===== config.mk =====
export PLATFORM = sky130hd
export DESIGN_NAME = inv4
export DESIGN_NICKNAME = d
export VERILOG_FILES = /design/src/rtl/inv4.sv
export SDC_FILE = /design/constraint.sdc
export NUM_CORES = 1
export LEC_CHECK = 0
export CORE_ASPECT_RATIO = 1.4
export CORE_MARGIN = 5
export CORE_UTILIZATION = 40
export CTS_BUF_LIST = sky130_fd_sc_hd__clkbuf_4 sky130_fd_sc_hd__clkbuf_8
export CTS_CLUSTER_SIZE = 25
export DETAILED_ROUTE_END_ITERATION = 10
export PLACE_DENSITY = 0.72
export SYNTH_ARGS = -nofsm -noshare
export SYNTH_HDL_FRONTEND = slang
export SYNTH_SLANG_ARGS = --single-unit

===== constraint.sdc =====
create_clock -name clk -period 1.65 [get_ports clk]
set_input_delay 0.33 -clock clk [delete_from_list [all_inputs] [get_ports clk]]
set_output_delay 0.33 -clock clk [all_outputs]
set_load 0.1 [all_outputs]

===== src/rtl/inv4.sv =====
// Bitwise inverter with registered copy, popcount of the inverted word and saturating change counter.
// Latency: y and ones are combinational (0 cycles); y_q and chg_cnt update 1 cycle after an enabled edge.
// Backpressure: none; en gates every register update, and with en low all state holds.
module inv4 #(
  parameter int WIDTH = 4,
  parameter int CNT_W = 16
) (
  input  logic                       clk,
  input  logic                       rst,
  input  logic [WIDTH-1:0]           a,
  input  logic                       en,
  output logic [WIDTH-1:0]           y,
  output logic [WIDTH-1:0]           y_q,
  output logic [$clog2(WIDTH+1)-1:0] ones,
  output logic [CNT_W-1:0]           chg_cnt
);

  localparam int OW = $clog2(WIDTH + 1);

  // Last enabled sample of a; resets to zero so the first enabled edge
  // after reset only counts a change when a is non-zero.
  logic [WIDTH-1:0] a_prev;

  // The live path stays independent of clock and reset.
  assign y = ~a;

  // Count the set bits of the inverted word.
  always_comb begin
    ones = '0;
    for (int i = 0; i < WIDTH; i++) begin
      ones = ones + OW'(y[i]);
    end
  end

  // Capture the inverted value and the raw sample on enabled edges; reset clears to the complement of a_prev's reset value.
  always_ff @(posedge clk or posedge rst) begin
    if (rst) begin
      y_q    <= '1;
      a_prev <= '0;
    end else if (en) begin
      y_q    <= ~a;
      a_prev <= a;
    end
  end

  // Count enabled cycles where a differs from the last sample, holding at all-ones instead of wrapping.
  always_ff @(posedge clk or posedge rst) begin
    if (rst) begin
      chg_cnt <= '0;
    end else if (en && (a != a_prev) && (chg_cnt != {CNT_W{1'b1}})) begin
      chg_cnt <= chg_cnt + CNT_W'(1);
    end
  end

endmodule


=== Word level (Yosys, flattened, before mapping) ===
Cells that the tools add are included.

* Memory bits (read-only): 0
* Latch bits: 0
* Input bits: 7
* Output and inout port bits: 27
* Memory bits (writable): 0
* Register bits: 24
* Memories: 0
* Logic and storage cells: 12

* Shift-type cells: 0
* Bitwise gates (word level): 1
* Mux-type cells: 0
* Reductions and logical operators: 2
* Divide/modulo/power cells: 0
* Equality and inequality tests: 2
* Multipliers: 0
* Add/subtract/negate cells: 4
* Magnitude comparators: 0

{| class="wikitable"
|+ Operator list
! cell !! count
|-
| adder 16 x 1 -> 16 bit (second input constant) || 1
|-
| != test 16 bit (second input constant) || 1
|-
| != test 4 bit || 1
|-
| inverter 4 bit || 1
|-
| adder 2 x 1 -> 3 bit || 1
|-
| adder 3 x 1 -> 3 bit || 1
|-
| adder 1 x 1 -> 2 bit || 1
|-
| logical AND 1 bit || 2
|}

=== Longest topological paths before layout ===
* Word-level depth: 4
* Depth in mapped cells: 6
* Depth with buffers taken out: 5

=== Worst setup path after synthesis ===
OpenSTA, ideal clock, no wires.

* Path type: register to register
* Start point: reg chg_cnt[0]
* End point: reg chg_cnt[6]
* Data required time: 1,487 ps
* Cell stages (with the launch flop): 7
* Buffers on the path: 1
* Arrival: 2,243 ps
* Slack: -755 ps
* Setup time: 163 ps
* Path through: dfrtp_1 -> ha_1 -> nand3_1 -> nor4_2 -> buf_4 -> nor4_1 -> xor2_1

* Word-level cells in the longest chain between the ends: 2

{| class="wikitable"
|+ RTL lines
! element !! RTL line !! source
|-
| start: declaration || 15 || <nowiki>output logic [CNT_W-1:0] chg_cnt</nowiki>
|-
| start signal: assignment || 51 || <nowiki>chg_cnt <= chg_cnt + CNT_W'(1);</nowiki>
|-
| branches (longest 2 deep; another with adder 16 x 1 -> 16 bit) || -- ||
|}

Several ways; the timed one is not identified.
A chain may end at the register's enable or synchronous reset.

=== Worst setup path after layout ===
* Start point: in a[1]
* End point: out ones[1]

* Word-level cells in the longest chain between the ends: 4

{| class="wikitable"
|+ RTL lines
! element !! RTL line !! source
|-
| start: declaration || 10 || <nowiki>input logic [WIDTH-1:0] a,</nowiki>
|-
| inverter 4 bit || 25 || <nowiki>assign y = ~a;</nowiki>
|-
| adder 1 x 1 -> 2 bit || 31 || <nowiki>ones = ones + OW'(y[i]);</nowiki>
|-
| adder 2 x 1 -> 3 bit || 31 ||
|-
| adder 3 x 1 -> 3 bit || 31 ||
|-
| end: declaration || 14 || <nowiki>output logic [$clog2(WIDTH+1)-1:0] ones,</nowiki>
|}

No other way between the ends.

==> impl_metrics.csv <==
group,metric,value,unit
outcome,outcome,"finished, violations left",
outcome,violations,"negative setup slack",
sta,fin_skew,4.28,ps
detailed_routing,dr.pass1.iters,4,
global_routing,grt_max_degree,25,
yosys,netlist_area,1230,um2
sta,finalSetupViolCount,18,
setup_path,r2r_cells,5,
yosys,synth.distinct_cells,25,
floorplanning,placeableCoreArea,2910,um2
global_routing,grt_pass1_wl,5.66,mm
sta,max_slew_margin,69.8,%
setup_path,critical_path.max_fanout,2,
detailed_routing,drt-initial-drc-count,24,
place,port_buffers,33,
detailed_routing,wl,4.01,mm
pwr,p_leak,0.00106,uW
clock_network,cts_hold_buf,0,
pwr,power.total,4180,uW
sta,clock.fmax,514,MHz
yosys,yosysSeqAreaShare,49.1,%
setup_path,worst_path_most_repeated_cell,"ha_4",
sta,finalMaxSlewViolations,0,
setup_path,cp_slowest_cell,"fa_1",
floorplanning,die_h,75.7,um
yosys,synth_fp_nets,114,
flow_run,drv_cap,0,
floorplanning,rows,23,
setup_path,path_cells,"buf_8 > fa_1 > inv_2 > ha_4 > ha_4 > buf_12",
clock_network,cts_buffer_depth,2,
setup_path,slowest_delay,550,ps
place,hpwl,2.46,mm
sta,final.period_utilization,118,%
setup_path,end_kind,"primary output",
clock_network,cts_tree,"yes",
setup_path,worst_ep_required_time,1320,ps
floorplanning,start_util,42.4,%
setup_path,worst-setup-path-type,"in -> out",
pwr,cellPowerDensity,1640,nW/um2
floorplanning,dieArea,4310,um2
hold_path,holdCritPathClass,"in -> async",
sta,rsz0062_at_grt,"true",
pwr,ir_worst_vdd,2220,uV
yosys,netlist_instances,103,
setup_path,arrival,1620,ps
final_layout,drive_above_1_share,75.0,%
final_layout,diodes,0,
detailed_routing,via_count,1076,
yosys,yosysWarnings,0,
final_layout,area_growth,107,%
place,gp_congestion,0.801,
sta,holdWs,396,ps
final_layout,fin_nets,184,
detailed_routing,wl_per_cell,19.2,um
setup_path,crit_path_start,"a[1]",
detailed_routing,vias_per_cell,5.15,
detailed_routing,drc,0,
floorplanning,ios,34,
global_routing,grt_pass1_vias,1183,
detailed_routing,ant_nets,0,
clock_network,cts_buffers,3,
clock_network,cts_sinks,24,
yosys,syn_avg_cell_area,12.0,um2
setup_path,cp-start-kind,"primary input",
global_routing,grt_overflow,0,
yosys,yosys_register_bits,24,
sta,post-route-worst-setup-slack,-296,ps
global_routing,antenna_found_initial,0,
clock_network,clkTransAtPathRegs,90,ps
floorplanning,die_x,56.9,um
clock_network,cts_root_buf,"clkbuf_8",
sta,hold_viol_final,0,
sta,fin_crit,1950,ps
clock_network,htreeDepth,1,
setup_path,worstReg2RegStart,"chg_cnt[1]",
clock_network,clk_latency,270,ps
sta,tightestPinTransition,450,ps
global_routing,global_route.usage.total,17.1,%
==> final cells by class <==
class	count	area, um2
repair buffers	68	887
multi-input cells	67	842
flip-flops and latches	24	666
fillers	124	357
well taps	37	46.3
clock buffers	3	41.3
inverters	9	37.5
clock inverters	1	30.0
==> metrics by stage <==
stage          utilization (%)  instance area, um2  instances  worst slack, ps  TNS (ps)
6_report                  87.7                2550        209             -296     -1510
5_1_grt                   87.7                2550        209             -334     -2590
4_1_cts                   83.3                2420        205             -298      -610
3_5_place_dp              77.3                2250        196             -688    -11850
3_3_place_gp              77.3                2250        196             -655    -11010
2_1_floorplan                -                1430        103             -220     -1730
==> power by group <==
group	switching (uW)	leakage, uW	internal, uW
clock	203	0.0000357	325
combinational	1660	0.000757	994
sequential	170	0.000265	825
total	2040	0.00106	2140
==> sequential cells by signal (all words and copies together) (netlist names) <==
name / flops
a_prev: 4
chg_cnt: 16
y_q: 4
==> critical path, delay by kind of cell <==
kind                       cells  cell delay [ps]
adders and majority gates      3              970
buffers and inverters          3              310
==> metal layers <==
metal	wire (um)	global-route usage (%)
met5	0	0
met4	52	5.15
met3	166	3.39
met2	2330	34.1
met1	1460	17.9
==> path summary, 6_finish.rpt <==
kind / endpoint / slack, ps
setup / recovery: ones[1] / -300
hold / removal: chg_cnt[3] / 400
setup reg to reg: chg_cnt[14] / -120
hold reg to reg: a_prev[0] / 580
max in group asynchronous: y_q[3] / 960
min in group clk: a_prev[0] / 460
==> cells by family after synthesis <==
kind of cell             count (synthesis)  synth area share [%]
flip-flops                              24                  49.1
adder cells (fa/ha/maj)                  4                  4.67
buffers and inverters                   12                  4.67
AO/OA/AOI/OAI                            1                  2.23
AND/OR/NAND/NOR                         34                  17.2
XOR/XNOR                                17                  12.1
multiplexers                            11                  10.1
==> layout by cell type (no fill, tap or decap), drive strengths merged, types with 3 or more instances in the layout <==
cell type	netlist	routed
ha	3	3
inv	9	8
nand2	4	4
xor2	15	15
nand3	4	4
dfrtp	20	20
dfstp	4	4
nand4	5	5
nor4	8	8
nor3	5	5
mux2	11	11
buf	3	65
clkbuf	0	3
==> cell usage after synthesis <==
cell / n / area [um2]
buf_6: 1 / 11.3
inv_1: 9 / 33.8
mux2_2: 10 / 113
nand2b_1: 2 / 12.5
xnor2_1: 2 / 17.5
buf_4: 1 / 7.51
nand3_1: 4 / 20.0
xor2_1: 15 / 131
dfstp_2: 4 / 105
mux2_1: 1 / 11.3
and4_1: 1 / 8.76
nor4_2: 3 / 37.5
fa_1: 1 / 20.0
buf_2: 1 / 5.00
nor4b_1: 1 / 8.76
dfrtp_1: 20 / 500
or2_1: 1 / 6.26
ha_1: 3 / 37.5
nand2_1: 4 / 15.0
o41ai_4: 1 / 27.5
nor3b_1: 1 / 7.51
nor2_1: 2 / 7.51
nor3_1: 5 / 25.0
nand4_1: 5 / 31.3
nor4_1: 5 / 31.3
==> what timing repair did <==
item | in CTS | in global routing
pin swaps | 9 | 13
endpoints found under the setup margin | 20 | 19
buffers inserted | 5 | 4
gates resized for setup | 27 | 18
No activity file was read; power rests on OpenSTA's default activity.
